--- config.mk ---
export PLATFORM = sky130hd
export DESIGN_NAME = mod16_pwm_stage_flat
export DESIGN_NICKNAME = d
export VERILOG_FILES = /design/src/rtl/mod16_pkg.sv /design/src/rtl/mod16_pwm_stage_if.sv /design/src/rtl/mod16_pwm_stage_duty_shadow.sv /design/src/rtl/mod16_pwm_stage.sv /design/src/flat_wrapper.sv
export SDC_FILE = /design/constraint.sdc
export NUM_CORES = 1
export LEC_CHECK = 0
export BUFFER_PORTS_ARGS = -buffer_cell sky130_fd_sc_hd__buf_2
export CAP_MARGIN = 25
export CORE_MARGIN = 4
export CORE_UTILIZATION = 53
export DETAILED_ROUTE_END_ITERATION = 8
export GPL_TIMING_DRIVEN = 0
export PLACE_DENSITY = 0.77
export SYNTH_ARGS = -nofsm -noshare
export SYNTH_HDL_FRONTEND = slang
export SYNTH_HIERARCHICAL = 1
export SYNTH_SLANG_ARGS = --single-unit
--- constraint.sdc ---
create_clock -name clk -period 3.3 [get_ports clk]
set_clock_uncertainty 0.2 [all_clocks]
set_input_delay 0.495 -clock clk [delete_from_list [all_inputs] [get_ports clk]]
set_output_delay 0.495 -clock clk [all_outputs]
set_load 0.1 [all_outputs]
--- src/rtl/mod16_pkg.sv ---
// Shared definitions for the mod-16 PWM stage: default widths, range limits,
// the controller state encoding and width-generic helpers for the limits.
// No ports; imported by the stage top and its duty shadow sub-block.
package mod16_pkg;

  localparam int CNT_W_DEF  = 4;
  localparam int PCNT_W_DEF = 8;

  // Largest count value and largest legal duty for the default count width.
  localparam int CNT_MAX  = 2**CNT_W_DEF - 1;
  localparam int DUTY_MAX = 2**CNT_W_DEF;

  typedef enum logic [1:0] {
    ST_IDLE  = 2'd0,
    ST_SYNC  = 2'd1,
    ST_RUN   = 2'd2,
    ST_DRAIN = 2'd3
  } state_e;

  // Width-generic forms of the limits above, for parameterised instances.
  function automatic int cnt_max(input int w);
    return (2**w) - 1;
  endfunction

  function automatic int duty_max(input int w);
    return 2**w;
  endfunction

endpackage

--- src/rtl/mod16_pwm_stage_if.sv ---
// Duty-value handshake between a duty source and the PWM stage.
// Ports: duty_data (CNT_W+1 bits, high cycles per period), duty_valid, duty_ready.
// A transfer happens on any cycle with duty_valid && duty_ready.
interface mod16_pwm_stage_if #(
  parameter int CNT_W = 4
);

  logic [CNT_W:0] duty_data;
  logic           duty_valid;
  logic           duty_ready;

  modport master (
    output duty_data,
    output duty_valid,
    input  duty_ready
  );

  modport slave (
    input  duty_data,
    input  duty_valid,
    output duty_ready
  );

endinterface

--- src/rtl/mod16_pwm_stage_duty_shadow.sv ---
// Double buffer for the PWM duty: a one-entry pending slot fed by the handshake,
// and the active value used by the compare. Ports: clk, reset, duty_if (slave),
// promote_i (move pending to active this cycle), duty_eff_o (duty the compare uses now).
// Latency: duty_eff_o shows a promoted value in the promote cycle itself (combinational
// bypass). Backpressure: duty_ready is low whenever the pending slot is occupied.
module pwm_duty_shadow
  import mod16_pkg::*;
#(
  parameter int CNT_W = CNT_W_DEF
) (
  input  logic              clk,
  input  logic              reset,
  mod16_pwm_stage_if.slave  duty_if,
  input  logic              promote_i,
  output logic [CNT_W:0]    duty_eff_o
);

  localparam logic [CNT_W:0] DUTY_TOP = (CNT_W+1)'(duty_max(CNT_W));

  logic [CNT_W:0] pend_q, pend_d;
  logic           pend_vld_q, pend_vld_d;
  logic [CNT_W:0] act_q, act_d;
  logic [CNT_W:0] duty_clamped;
  logic           take;
  logic           move;

  assign duty_if.duty_ready = !pend_vld_q;

  assign duty_clamped = (duty_if.duty_data > DUTY_TOP) ? DUTY_TOP : duty_if.duty_data;

  // take and move never coincide: take needs an empty slot, move needs a full one.
  // A value taken in a promote cycle therefore waits for the next promote.
  assign take = duty_if.duty_valid && !pend_vld_q;
  assign move = promote_i && pend_vld_q;

  // Bypass so the compare in the promote cycle already sees the new duty.
  assign duty_eff_o = move ? pend_q : act_q;

  always_comb begin
    pend_d     = pend_q;
    pend_vld_d = pend_vld_q;
    act_d      = act_q;
    if (move) begin
      act_d      = pend_q;
      pend_vld_d = 1'b0;
    end
    if (take) begin
      pend_d     = duty_clamped;
      pend_vld_d = 1'b1;
    end
  end

  always_ff @(posedge clk) begin
    if (reset) begin
      pend_q     <= '0;
      pend_vld_q <= 1'b0;
      act_q      <= '0;
    end else begin
      pend_q     <= pend_d;
      pend_vld_q <= pend_vld_d;
      act_q      <= act_d;
    end
  end

endmodule

--- src/rtl/mod16_pwm_stage.sv ---
// PWM stage behind a free-running mod-2**CNT_W counter: compares the count against a
// double-buffered duty, reports period boundaries, tallies periods and flags count breaks.
// Ports: clk, reset (sync, active-high), cnt_in, en, duty_if (slave handshake), pwm,
// period_done, period_count, seq_err (sticky), busy. pwm/period_done lag the count by 1 clk;
// duty_ready drops while a new duty waits for the next period boundary.
module mod16_pwm_stage
  import mod16_pkg::*;
#(
  parameter int CNT_W  = CNT_W_DEF,
  parameter int PCNT_W = PCNT_W_DEF
) (
  input  logic              clk,
  input  logic              reset,
  input  logic [CNT_W-1:0]  cnt_in,
  input  logic              en,
  mod16_pwm_stage_if.slave  duty_if,
  output logic              pwm,
  output logic              period_done,
  output logic [PCNT_W-1:0] period_count,
  output logic              seq_err,
  output logic              busy
);

  localparam logic [CNT_W-1:0]  CNT_TOP  = CNT_W'(cnt_max(CNT_W));
  localparam logic [CNT_W-1:0]  CNT_ONE  = CNT_W'(1);
  localparam logic [PCNT_W-1:0] PCNT_ONE = PCNT_W'(1);

  state_e              state_q, state_d;
  logic [CNT_W-1:0]    prev_cnt_q;
  logic                pwm_q, pwm_d;
  logic                pdone_q, pdone_d;
  logic [PCNT_W-1:0]   pcount_q, pcount_d;
  logic                seq_err_q, seq_err_d;

  logic                boundary;
  logic                in_period;
  logic                sync_start;
  logic                drain_exit;
  logic                active;
  logic                promote;
  logic                cnt_break;
  logic [CNT_W-1:0]    cnt_expect;
  logic [CNT_W:0]      duty_eff;

  assign boundary   = (cnt_in == '0) && (prev_cnt_q == CNT_TOP);
  assign in_period  = (state_q == ST_RUN) || (state_q == ST_DRAIN);
  // Any zero count starts the run; no preceding wrap is needed.
  assign sync_start = (state_q == ST_SYNC) && en && (cnt_in == '0);
  // The boundary that ends a drain already belongs to the next period.
  assign drain_exit = (state_q == ST_DRAIN) && !en && boundary;
  assign active     = sync_start || (state_q == ST_RUN) ||
                      ((state_q == ST_DRAIN) && !drain_exit);
  // Idle takes a new duty at once; otherwise only at a period start.
  assign promote    = (state_q == ST_IDLE) || sync_start || boundary;

  assign cnt_expect = prev_cnt_q + CNT_ONE;
  assign cnt_break  = (cnt_in != cnt_expect);

  pwm_duty_shadow #(
    .CNT_W (CNT_W)
  ) u_duty_shadow (
    .clk        (clk),
    .reset      (reset),
    .duty_if    (duty_if),
    .promote_i  (promote),
    .duty_eff_o (duty_eff)
  );

  always_comb begin
    state_d = state_q;
    case (state_q)
      ST_IDLE:  if (en) state_d = ST_SYNC;
      ST_SYNC: begin
        if (!en)               state_d = ST_IDLE;
        else if (cnt_in == '0) state_d = ST_RUN;
      end
      ST_RUN:   if (!en) state_d = ST_DRAIN;
      ST_DRAIN: begin
        if (en)            state_d = ST_RUN;
        else if (boundary) state_d = ST_IDLE;
      end
      default:  state_d = ST_IDLE;
    endcase
  end

  always_comb begin
    pwm_d     = active && ({1'b0, cnt_in} < duty_eff);
    pdone_d   = boundary && in_period;
    pcount_d  = pcount_q;
    if (pdone_d) begin
      pcount_d = pcount_q + PCNT_ONE;
    end
    seq_err_d = seq_err_q || (in_period && cnt_break);
  end

  always_ff @(posedge clk) begin
    if (reset) begin
      state_q    <= ST_IDLE;
      prev_cnt_q <= '0;
      pwm_q      <= 1'b0;
      pdone_q    <= 1'b0;
      pcount_q   <= '0;
      seq_err_q  <= 1'b0;
    end else begin
      state_q    <= state_d;
      prev_cnt_q <= cnt_in;
      pwm_q      <= pwm_d;
      pdone_q    <= pdone_d;
      pcount_q   <= pcount_d;
      seq_err_q  <= seq_err_d;
    end
  end

  assign pwm          = pwm_q;
  assign period_done  = pdone_q;
  assign period_count = pcount_q;
  assign seq_err      = seq_err_q;
  assign busy         = (state_q != ST_IDLE);

endmodule

--- src/flat_wrapper.sv ---
// flat-port wrapper written by rule: the top's interface ports become plain ports
module mod16_pwm_stage_flat import mod16_pkg::*;
#(
  parameter int CNT_W  = CNT_W_DEF,
  parameter int PCNT_W = PCNT_W_DEF
)
  (clk, reset, cnt_in, en, pwm, period_done, period_count, seq_err, busy, duty_if_duty_data, duty_if_duty_valid, duty_if_duty_ready);
  mod16_pwm_stage_if #(.CNT_W(CNT_W)) duty_if_i ();
  input  logic clk;
  input  logic reset;
  input  logic [CNT_W-1:0] cnt_in;
  input  logic en;
  output logic pwm;
  output logic period_done;
  output logic [PCNT_W-1:0] period_count;
  output logic seq_err;
  output logic busy;
  input wire logic [$bits(duty_if_i.duty_data)-1:0] duty_if_duty_data;
  input wire logic [$bits(duty_if_i.duty_valid)-1:0] duty_if_duty_valid;
  output wire logic [$bits(duty_if_i.duty_ready)-1:0] duty_if_duty_ready;
  assign duty_if_i.duty_data = duty_if_duty_data;
  assign duty_if_i.duty_valid = duty_if_duty_valid;
  assign duty_if_duty_ready = duty_if_i.duty_ready;
  mod16_pwm_stage #(.CNT_W(CNT_W), .PCNT_W(PCNT_W)) u_core (.clk(clk), .reset(reset), .cnt_in(cnt_in), .en(en), .duty_if(duty_if_i), .pwm(pwm), .period_done(period_done), .period_count(period_count), .seq_err(seq_err), .busy(busy));
endmodule
==> results.sh <==
export IMPL_outcome="completed"
export IMPL_detail_route_vias_per_cell=5.38
export IMPL_final_core_util_pct=62.6
export IMPL_cp_max_fo=9
export IMPL_io_buffers=25
export IMPL_max_clock_path_buffers=2
export IMPL_cts_sinks=28
export IMPL_place_congestion=0.787
export IMPL_rows=18
export IMPL_ys_ff_latch=28
export IMPL_initial_core_util_pct=55.2
export IMPL_timing_final_crit_share_pct=94.9
export IMPL_yosysSeqAreaShare_pct=41.4
export IMPL_antenna_found_initial=0
export IMPL_min_to="u_core/u_duty_shadow/act_q[1]"
export IMPL_power_frac_seq_pct=62.4
export IMPL_layout_commonest_cell="dfxtp_1"
export IMPL_cap_violations=0
export IMPL_syn_avg_cell_area_um2=9.82
export IMPL_yosysWarnings=6
export IMPL_finalNonFillerCells=195
export IMPL_syn_inst=138
export IMPL_vdd_drop_max_v=0.000244
export IMPL_grt_overflow_total=0
export IMPL_final_hold_violation_count=0
export IMPL_first_pass_iters=4
export IMPL_root_buffer="clkbuf_4"
export IMPL_n_antenna_cell=0
export IMPL_grt_setup_unrepaired="false"
export IMPL_area_delta_synth_final_pct=13.4
export IMPL_cts_htree_levels=1
export IMPL_power_frac_comb_pct=13.8
export IMPL_setup_viol=0
export IMPL_drt_initial_drc_count=14
export IMPL_leakage_nw=0.650
export IMPL_die_x_um=58.6
export IMPL_critPathArrivalTime_ns=3.15
export IMPL_reg2reg_to="u_core/pwm"
export IMPL_clkLatencyLatePin_ns=0.32
export IMPL_tightest_slew_ns=0.494
export IMPL_seq_area_um2=561
export IMPL_p_int_mw=0.419
export IMPL_holdWs_ns=0.158
export IMPL_grt_max_degree=15
export IMPL_holdCritPathClass="input pin to register"
export IMPL_ant_nets=0
export IMPL_drive_gt1_share_pct=27.9
export IMPL_end_kind="register"
export IMPL_drc=0
export IMPL_cts_hold_buf=0
export IMPL_grt_pass1_vias=1061
export IMPL_synth_distinct_cells=35
export IMPL_finalCriticalPeriod_ns=3.13
export IMPL_min_delay_start="reset"
export IMPL_max_slew_margin_pct=66.8
export IMPL_synth_net_count=156
export IMPL_total_power_mw=0.565
export IMPL_busiest_layer="met2"
export IMPL_whs_path_depth=2
export IMPL_ff2ff_path_depth=11
export IMPL_netSwitchingPower_mw=0.146
export IMPL_slew_viol_final=0
export IMPL_top_level_ports=26
export IMPL_crit_type="input pin to register"
export IMPL_wl_per_cell_um=12.3
export IMPL_path_clk_slew_ns=0.14
export IMPL_grt_first_pass_wirelength_um=4170
export IMPL_pwr_share_clk_pct=23.8
export IMPL_place_inst=193
export IMPL_use_met1_pct=16.1
export IMPL_most_common_layout_cells="dfxtp_1, buf_2, nor2_1, nand2_1"
export IMPL_use_met2_pct=28.9
export IMPL_worst_ep_required_time_ns=3.32
export IMPL_multi_input_area_um2=758
export IMPL_cts_resized=0
export IMPL_power_density_nw_per_um2=368
export IMPL_cts_buffers=3
export IMPL_num_vias=1049
export IMPL_drt_wl_total_um=2410
export IMPL_dp_hpwl_um=1950
export IMPL_core_area_um2=2450
export IMPL_switching_share_pct=25.8
export IMPL_met3_usage_pct=3.07
export IMPL_cp_start_kind="input pin"
export IMPL_fp_dieH_um=58.6
export IMPL_die_area_um2=3430
export IMPL_setup_ws_ns=0.169
export IMPL_fmax_mhz=319
export IMPL_track_usage_pct=15.7
export IMPL_fill_cells=232
export IMPL_cts_setup_buffers=0
export IMPL_pre_cts_slack_ns=-0.131
export IMPL_cts_tree="done"
export IMPL_synth_area_um2=1360
export IMPL_r2r_slack_ns=0.32
export IMPL_timing_rr_start="u_core/prev_cnt_q[0]"
export IMPL_final_nets=185
per-layer routing:
| metal | routed length (um) | part of all wire (%) | up-vias |
|---|---|---|---|
| met3 | 162 | 6.7 | 8 |
| met2 | 1220 | 51 | 31 |
| met1 | 959 | 40 | 481 |
| met5 | 0 | 0 | - |
| li1 | - | - | 529 |
| met4 | 62 | 2.6 | 0 |
power groups by stage:
stage                     registers (mW)  logic [mW]  clock network [mW]
after floorplan                    0.359      0.0559                   0
after global placement             0.359      0.0755                   0
after detailed placement           0.360      0.0786                   0
after CTS                          0.353      0.0788               0.142
after global routing               0.354      0.0856               0.152
final                              0.353      0.0781               0.135
through the flow:
step	setup TNS [ns]	instance area, um2
floorplan	0	1360
global placement	-0.0555	1520
detailed placement	-0.131	1520
CTS	0	1540
global route	0	1540
finish	0	1540
Yosys cell counts, drive strengths merged:
cell type	instances	area, um2
a211oi	1	7.51
and2b	1	7.51
or2	1	6.26
nand3b	6	45.0
mux2	7	97.6
dfxtp	28	561
nand3	2	10.0
xnor2	5	43.8
nor3	3	15.0
nor4	1	21.3
xor2	5	43.8
inv	4	15.0
and4	2	17.5
nor2b	12	113
nand2	12	52.6
a21boi	1	7.51
a311oi	1	8.76
a32oi	1	8.76
ha	5	62.6
buf	2	10.0
nand2b	2	12.5
a211o	1	8.76
o21ai	3	15.0
and3	3	18.8
nor2	12	45.0
nand4	4	31.3
a21o	1	7.51
clkbuf	3	11.3
a21oi	7	35.0
mux2i	1	10.0
or3	1	6.26
worst max-delay path by stage:
| stage | startpoint | end | slack (ns) | cells after the start |
|---|---|---|---|---|
| floorplan | cnt_in[1] | u_core/pwm | 0.40 | 10 |
| global placement | cnt_in[1] | u_core/pwm | -0.06 | 11 |
| detailed placement | cnt_in[1] | u_core/pwm | -0.13 | 11 |
| CTS | cnt_in[1] | u_core/pwm | 0.21 | 11 |
| global route | cnt_in[1] | u_core/pwm | 0.03 | 11 |
| finish | cnt_in[1] | u_core/pwm | 0.17 | 11 |
kinds of logic (layout without fill, tap and decap cells):
family                     Yosys count  after routing  synth area share, %
and+or+nand+nor                     62             62                 29.6
muxes                                8              8                 7.94
xor gates and xnor gates            10             10                 6.46
buffers and inverters                9             36                 2.68
DFF                                 28             28                 41.4
adders and majority gates            5              5                 4.62
AOI/OAI and AO/OA                   16             16                 7.29
layout make-up:
class / count / share of cell area (%)
clock buffers: 3 / 1.47
plain buffers: 4 / 1.14
flip-flops and latches: 28 / 36.5
repair buffers: 25 / 8.14
inverters: 4 / 0.977
multi-input cells: 101 / 49.3
well taps: 30 / 2.44
critical path: stages:
cell	delay (ns)
buf_2	0.14
nor4_4	0.51
a21boi_0	0.17
o21ai_0	0.36
nand2_4	0.15
mux2_4	0.33
inv_1	0.06
ha_1	0.21
a21o_1	0.15
a211o_1	0.29
a211oi_1	0.29
flip-flops by register name, summed over array words and instances, names as in the netlist, named ones only:
signal and cells:
u_core/pwm 1, u_core/prev_cnt_q 4, u_core/seq_err 1, u_core/u_duty_shadow/pend_q 5
u_core/u_duty_shadow/act_q 5, u_core/state_q 1, u_core/u_duty_shadow/pend_vld_q 1, u_core/period_done 1
u_core/period_count 8
No activity file was read; power rests on OpenSTA's default activity.
